--- config.mk ---
export PLATFORM = sky130hd
export DESIGN_NAME = instr_sequencer
export DESIGN_NICKNAME = d
export VERILOG_FILES = /design/src/rtl/instr_sequencer.sv
export SDC_FILE = /design/constraint.sdc
export NUM_CORES = 1
export LEC_CHECK = 0
export ABC_AREA = 1
export CAP_MARGIN = 25
export CORE_ASPECT_RATIO = 1.4
export CORE_MARGIN = 2
export CORE_UTILIZATION = 40
export CTS_BUF_LIST = sky130_fd_sc_hd__clkbuf_8
export CTS_CLUSTER_SIZE = 30
export DETAILED_ROUTE_END_ITERATION = 12
export PLACE_DENSITY = 0.7
export SLEW_MARGIN = 20
export SYNTH_ARGS = -nofsm -noshare
export SYNTH_HDL_FRONTEND = slang
export SYNTH_SLANG_ARGS = --single-unit
--- constraint.sdc ---
create_clock -name clk -period 1.95 [get_ports clk]
set_input_delay 0.195 -clock clk [delete_from_list [all_inputs] [get_ports clk]]
set_output_delay 0.195 -clock clk [all_outputs]
set_load 0.01 [all_outputs]
--- src/rtl/instr_sequencer.sv ---
`default_nettype none
// ============================================================================
//  Module      : instr_sequencer
//  Description : Multi-cycle instruction sequencer. Steps each instruction
//                through FETCH/DECODE/EXEC/MEM/WB, turns latched decoder
//                flags into single-cycle datapath enables, and implements
//                wait-for-input, display-hold and halt.
//  Revision    : 1.0  initial release
// ============================================================================
module instr_sequencer #(
  parameter int SHOW_CYCLES = 50000000,
  parameter int CNT_W       = 26
) (
  input  logic       clk,
  input  logic       rst_n,
  input  logic       cu_writeReg,
  input  logic       cu_Jump,
  input  logic       cu_inSignal,
  input  logic       cu_writeEnable,
  input  logic       cu_readEnable,
  input  logic       cu_Branch,
  input  logic       cu_hlt,
  input  logic       cu_reset,
  input  logic       cu_showDisplay,
  input  logic       aluZero,
  input  logic       inConfirm,
  input  logic       resume,
  output logic       irLoad,
  output logic       pcWrite,
  output logic [1:0] pcSrc,
  output logic       regWrite,
  output logic       memWrite,
  output logic       memRead,
  output logic       displayLoad,
  output logic       waitingInput,
  output logic       halted,
  output logic [2:0] state
);

  typedef enum logic [2:0] {
    S_FETCH  = 3'd0,
    S_DECODE = 3'd1,
    S_EXEC   = 3'd2,
    S_MEM    = 3'd3,
    S_WB     = 3'd4,
    S_WAITIN = 3'd5,
    S_SHOW   = 3'd6,
    S_HALT   = 3'd7
  } state_t;

  localparam logic [CNT_W-1:0] C_SHOW_LOAD = CNT_W'(SHOW_CYCLES - 1);
  localparam logic [1:0]       C_PC_INC    = 2'b00;
  localparam logic [1:0]       C_PC_BRANCH = 2'b01;
  localparam logic [1:0]       C_PC_JUMP   = 2'b10;
  localparam logic [1:0]       C_PC_ZERO   = 2'b11;

  state_t           r_state;
  state_t           w_next;
  logic [CNT_W-1:0] r_cnt;
  logic             r_inPrev;
  logic             r_resPrev;
  logic             r_writeReg;
  logic             r_jump;
  logic             r_inSignal;
  logic             r_writeEnable;
  logic             r_readEnable;
  logic             r_branch;
  logic             r_hlt;
  logic             r_reset;
  logic             r_showDisplay;
  logic             w_kill;
  logic             w_inRise;
  logic             w_resRise;

  // Reset/halt/jump own the instruction: every other flag is masked so
  // undefined decoder outputs for those opcodes cannot leak into the datapath.
  assign w_kill    = cu_reset | cu_hlt | cu_Jump;
  assign w_inRise  = inConfirm & ~r_inPrev;
  assign w_resRise = resume & ~r_resPrev;

  // State, latched flags, SHOW counter and switch edge history.
  always_ff @(posedge clk) begin
    if (!rst_n) begin
      r_state       <= S_FETCH;
      r_cnt         <= '0;
      r_inPrev      <= 1'b1;
      r_resPrev     <= 1'b1;
      r_writeReg    <= 1'b0;
      r_jump        <= 1'b0;
      r_inSignal    <= 1'b0;
      r_writeEnable <= 1'b0;
      r_readEnable  <= 1'b0;
      r_branch      <= 1'b0;
      r_hlt         <= 1'b0;
      r_reset       <= 1'b0;
      r_showDisplay <= 1'b0;
    end else begin
      r_state   <= w_next;
      r_inPrev  <= inConfirm;
      r_resPrev <= resume;
      if (r_state == S_DECODE) begin
        r_reset       <= cu_reset;
        r_hlt         <= cu_hlt;
        r_jump        <= cu_Jump;
        r_writeReg    <= cu_writeReg    & ~w_kill;
        r_inSignal    <= cu_inSignal    & ~w_kill;
        r_writeEnable <= cu_writeEnable & ~w_kill;
        r_readEnable  <= cu_readEnable  & ~w_kill;
        r_branch      <= cu_Branch      & ~w_kill;
        r_showDisplay <= cu_showDisplay & ~w_kill;
      end
      // WB reached from SHOW or HALT only advances the PC.
      if ((r_state == S_SHOW || r_state == S_HALT) && w_next == S_WB) begin
        r_writeReg <= 1'b0;
      end
      if (r_state == S_EXEC && w_next == S_SHOW) begin
        r_cnt <= C_SHOW_LOAD;
      end else if (r_state == S_SHOW && r_cnt != '0) begin
        r_cnt <= r_cnt - 1'b1;
      end
    end
  end

  // Next-state selection and Moore output decode, all forced low in reset.
  always_comb begin
    w_next       = r_state;
    irLoad       = 1'b0;
    pcWrite      = 1'b0;
    pcSrc        = C_PC_INC;
    regWrite     = 1'b0;
    memWrite     = 1'b0;
    memRead      = 1'b0;
    displayLoad  = 1'b0;
    waitingInput = 1'b0;
    halted       = 1'b0;
    state        = r_state;
    case (r_state)
      S_FETCH: begin
        irLoad = 1'b1;
        w_next = S_DECODE;
      end
      S_DECODE: begin
        w_next = S_EXEC;
      end
      S_EXEC: begin
        if (r_reset) begin
          pcWrite = 1'b1;
          pcSrc   = C_PC_ZERO;
          w_next  = S_FETCH;
        end else if (r_hlt) begin
          w_next = S_HALT;
        end else if (r_jump) begin
          pcWrite = 1'b1;
          pcSrc   = C_PC_JUMP;
          w_next  = S_FETCH;
        end else if (r_branch) begin
          pcWrite = 1'b1;
          pcSrc   = aluZero ? C_PC_BRANCH : C_PC_INC;
          w_next  = S_FETCH;
        end else if (r_inSignal) begin
          w_next = S_WAITIN;
        end else if (r_showDisplay) begin
          displayLoad = 1'b1;
          w_next      = S_SHOW;
        end else if (r_readEnable || r_writeEnable) begin
          w_next = S_MEM;
        end else begin
          w_next = S_WB;
        end
      end
      S_MEM: begin
        memRead  = r_readEnable;
        memWrite = r_writeEnable;
        w_next   = S_WB;
      end
      S_WB: begin
        regWrite = r_writeReg;
        pcWrite  = 1'b1;
        pcSrc    = C_PC_INC;
        w_next   = S_FETCH;
      end
      S_WAITIN: begin
        waitingInput = 1'b1;
        if (w_inRise) w_next = S_WB;
      end
      S_SHOW: begin
        if (r_cnt == '0) w_next = S_WB;
      end
      S_HALT: begin
        halted = 1'b1;
        if (w_resRise) w_next = S_WB;
      end
      default: begin
        w_next = S_FETCH;
      end
    endcase
    if (!rst_n) begin
      irLoad       = 1'b0;
      pcWrite      = 1'b0;
      pcSrc        = 2'b00;
      regWrite     = 1'b0;
      memWrite     = 1'b0;
      memRead      = 1'b0;
      displayLoad  = 1'b0;
      waitingInput = 1'b0;
      halted       = 1'b0;
      state        = 3'd0;
    end
  end

endmodule
`default_nettype wire

==> flow_summary.ini, run 1 <==
[synthesis]
synth_warnings = 0
netlist_instances = 390
synth_ff_type = dfxtp_1
ys_ff_latch = 40
synth_edf_count = 0
async_reset_ff_frac = 0
seq_area_frac_synth = 0.324
syn-cell-area_mm2 = 0.00247
synth_nets = 406
syn_avg_cell_area_um2 = 6.33
synth_cell_types = 31

[detailed_routing]
vias = 2518
ant_nets = 0
dr.pass1.iters = 4
drc_errors = 0
drt_wl_total_mm = 6.44
vias_per_cell = 5.02
wire_per_inst_um = 12.8
drt_iter0_drc = 153

[setup_path]
crit_slowest_cell = o21ai_0
timing.rr.start = r_cnt[0]$_SDFFE_PN0P_
path_depth = 9
critPathTopFamily = simple AND/OR/NAND/NOR gates
worstPathArrival_ns = 2.02
slowest_delay_ns = 0.36
endpoint_kind = flop
crit_buf_inv = 1
cp_max_fo = 10
crit_path_start = r_cnt[0]$_SDFFE_PN0P_
startpoint_type = flop
setup.worst_path.end = r_writeReg$_SDFFE_PP0P_
critPathRequiredTime_ns = 2.12
r2r_setup_slack_ns = 0.10
critPathKind = flop to flop
reg2reg_depth = 9
critical_path.cell_chain = inv_1 > ha_1 > nand3_1 > nor2_1 > nand3_2 > nand2_4 > nand2_4 > o21ai_0 > nor2_1
worstReg2RegEnd = r_writeReg$_SDFFE_PP0P_

[timing]
setup_violations = 0
min_period_over_period = 0.947
finalHoldViolCount = 0
maxSlewViolCount = 0
clock.fmax_mhz = 541
skew_ns = 0.00490
min_period_ns = 1.85
finalSetupTns_ns = 0
slew_headroom = 0.704
rsz0062_at_grt = false
tightest_slew_ns = 0.440

[grt]
antenna_found_initial = 0
grt_pass1_wl_mm = 11.1
grt_usage = 0.199
grt_pass1_vias = 2569
grt_max_degree = 20
grt_overflow_total = 0

[clock_tree]
clock_sinks = 40
cts_root_buffer = clkbuf_8
cts_made_buffers = 5
clk_pin_slew_worst_paths_ns = 0.08
holdBufCountCts = 0
h-tree-depth = 2
clock_latency_ns = 0.29
post_cts_buffers = 0
cts_tree = built
clockBufferDepth = 2

[finish]
largest_reg_flops = 26
syn2layout_area_growth_pct = 22.1
stdcell_area_mm2 = 0.00302
finalNetCount = 447
drive_gt1_frac = 0.109
largest_register = r_cnt
n_antenna_cell = 0
reg_top3 = r_cnt (26), r_state (3)

[pwr]
p_leak_nw = 1.65
switching_share = 0.330
clkPwrFrac = 0.310
power_switching_uw = 717
p_int_mw = 1.45
power_density_mw_per_mm2 = 719
power_frac_comb = 0.273
seqPwrFrac = 0.417
peakVddDrop_uv = 512
power.total_mw = 2.17

[floorplanning]
core_area_mm2 = 0.00590
die-area_mm2 = 0.00683
die_h_um = 97.0
initial_utilization = 0.418
die_width_um = 70.4
ios = 27
rows = 33

[place]
dpl_cell_area_mm2 = 0.00289
port_buffers = 26
gp_congestion = 0.909
hpwl_mm = 5.10

[status]
outcome = completed

[flow_run]
cap_violations = 0

[min_path]
hold_path.class = primary input to flop
metrics by stage:
stage,hold WS [ns],util,std cells,setup slack [ns]
floorplan,0.292,-,390,0.449
global placement,0.476,0.489,494,0.00823
detailed placement,0.495,0.489,494,-0.0117
CTS,0.453,0.507,502,0.0136
global route,0.472,0.511,502,0.00261
finish,0.453,0.511,502,0.102
per-layer routing:
metal	track usage	up-vias	part of all wire	routed length, um
met1	0.199	1129	0.40	2550
met2	0.388	58	0.53	3420
met4	0.0858	0	0.039	248
met3	0.0333	18	0.034	216
li1	-	1313	-	-
met5	0	-	0	0
layout by cell type, fill, tap and decap left out, types with 2 or more instances in the layout:
master             n
nand4_1            3
a21oi_1           20
nand4_4            2
nor2_2             5
clkbuf_8           5
nand3_1           38
o21ai_0           11
o21ai_1            3
nor2_4             3
dfxtp_1           37
a22oi_1            4
nand2_4            3
dfxtp_2            3
dlymetal6s2s_1     4
inv_2              2
nand3b_1           5
xnor2_1            5
nand2_1          102
xor2_1             6
clkdlybuf4s50_1   21
ha_1               2
inv_1             49
or2_2              2
nor2_1            67
buf_4             14
nor3_1             3
worst min path at each step:
stage	startpoint	end	slack, ns	cells after the start
2_1_floorplan	inConfirm	r_inPrev$_SDFF_PN1_	0.29	2
3_3_place_gp	r_cnt[8]$_SDFFE_PP0P_	r_cnt[8]$_SDFFE_PP0P_	0.48	2
3_5_place_dp	r_cnt[8]$_SDFFE_PP0P_	r_cnt[8]$_SDFFE_PP0P_	0.49	2
4_1_cts	inConfirm	r_inPrev$_SDFF_PN1_	0.45	3
5_1_grt	inConfirm	r_inPrev$_SDFF_PN1_	0.47	3
6_report	inConfirm	r_inPrev$_SDFF_PN1_	0.45	3
power groups by stage:
stage	clock network (mW)	registers (mW)	logic, mW
after floorplan	0	0.908	0.404
after global placement	0	0.917	0.585
after detailed placement	0	0.919	0.589
after CTS	0.687	0.901	0.592
after global routing	0.716	0.910	0.653
final	0.672	0.905	0.593
cells in the mapped netlist (all sizes together) (2+ instances only):
library cell,n,area share
dfxtp,40,0.32
nand2,106,0.17
inv,51,0.078
nor2,75,0.13
a22oi,4,0.012
or2,2,0.0051
nand3b,5,0.015
buf,2,0.0091
nand3,40,0.088
nor3,4,0.010
clkbuf,4,0.0061
a21oi,21,0.044
ha,2,0.010
xnor2,5,0.018
xor2,6,0.021
nand4,5,0.025
o21ai,14,0.028
area by class of cell:
cell class / instances / area (um2)
Clock buffer: 5 / 68.8
Fill cell: 612 / 2890
Clock inverter: 3 / 38.8
Sequential cell: 40 / 805
Timing Repair Buffer: 40 / 374
Multi-Input combinational cell: 292 / 1440
Inverter: 52 / 198
Tap cell: 70 / 87.6
kinds of logic (layout without fill, tap and decap cells):
family                     Yosys count  count (layout)  synth area share
DFF                                 40              40             0.324
adders and majority gates            2               2            0.0101
buffers and inverters               58             100            0.0942
and+or+nand+nor                    238             238             0.442
AOI/OAI and AO/OA                   41              41            0.0902
xor gates and xnor gates            11              11            0.0390
worst reg2reg max path: cells and delay by family (launching register included):
kind                     cells  cell delay, ns
buffers and inverters        1            0.12
AO/OA/AOI/OAI                1            0.36
AND/OR/NAND/NOR              6            0.73
adder cells (fa/ha/maj)      1            0.16
flip-flops                   1            0.35
repair_timing:
| action | 4_1_cts | 5_1_grt |
|---|---|---|
| resized for setup | 3 | 10 |
| endpoints found under the hold margin | 0 | 0 |
| endpoints found under the setup margin | 3 | 24 |
Power figures use the tool's default switching activity.
==> run 2, diff against run 1 <==
GPL_ROUTABILITY_DRIVEN = 1   (was default)
==> results of run 2 <==
Final layout, timing and power as in run 1 (identical DEF).
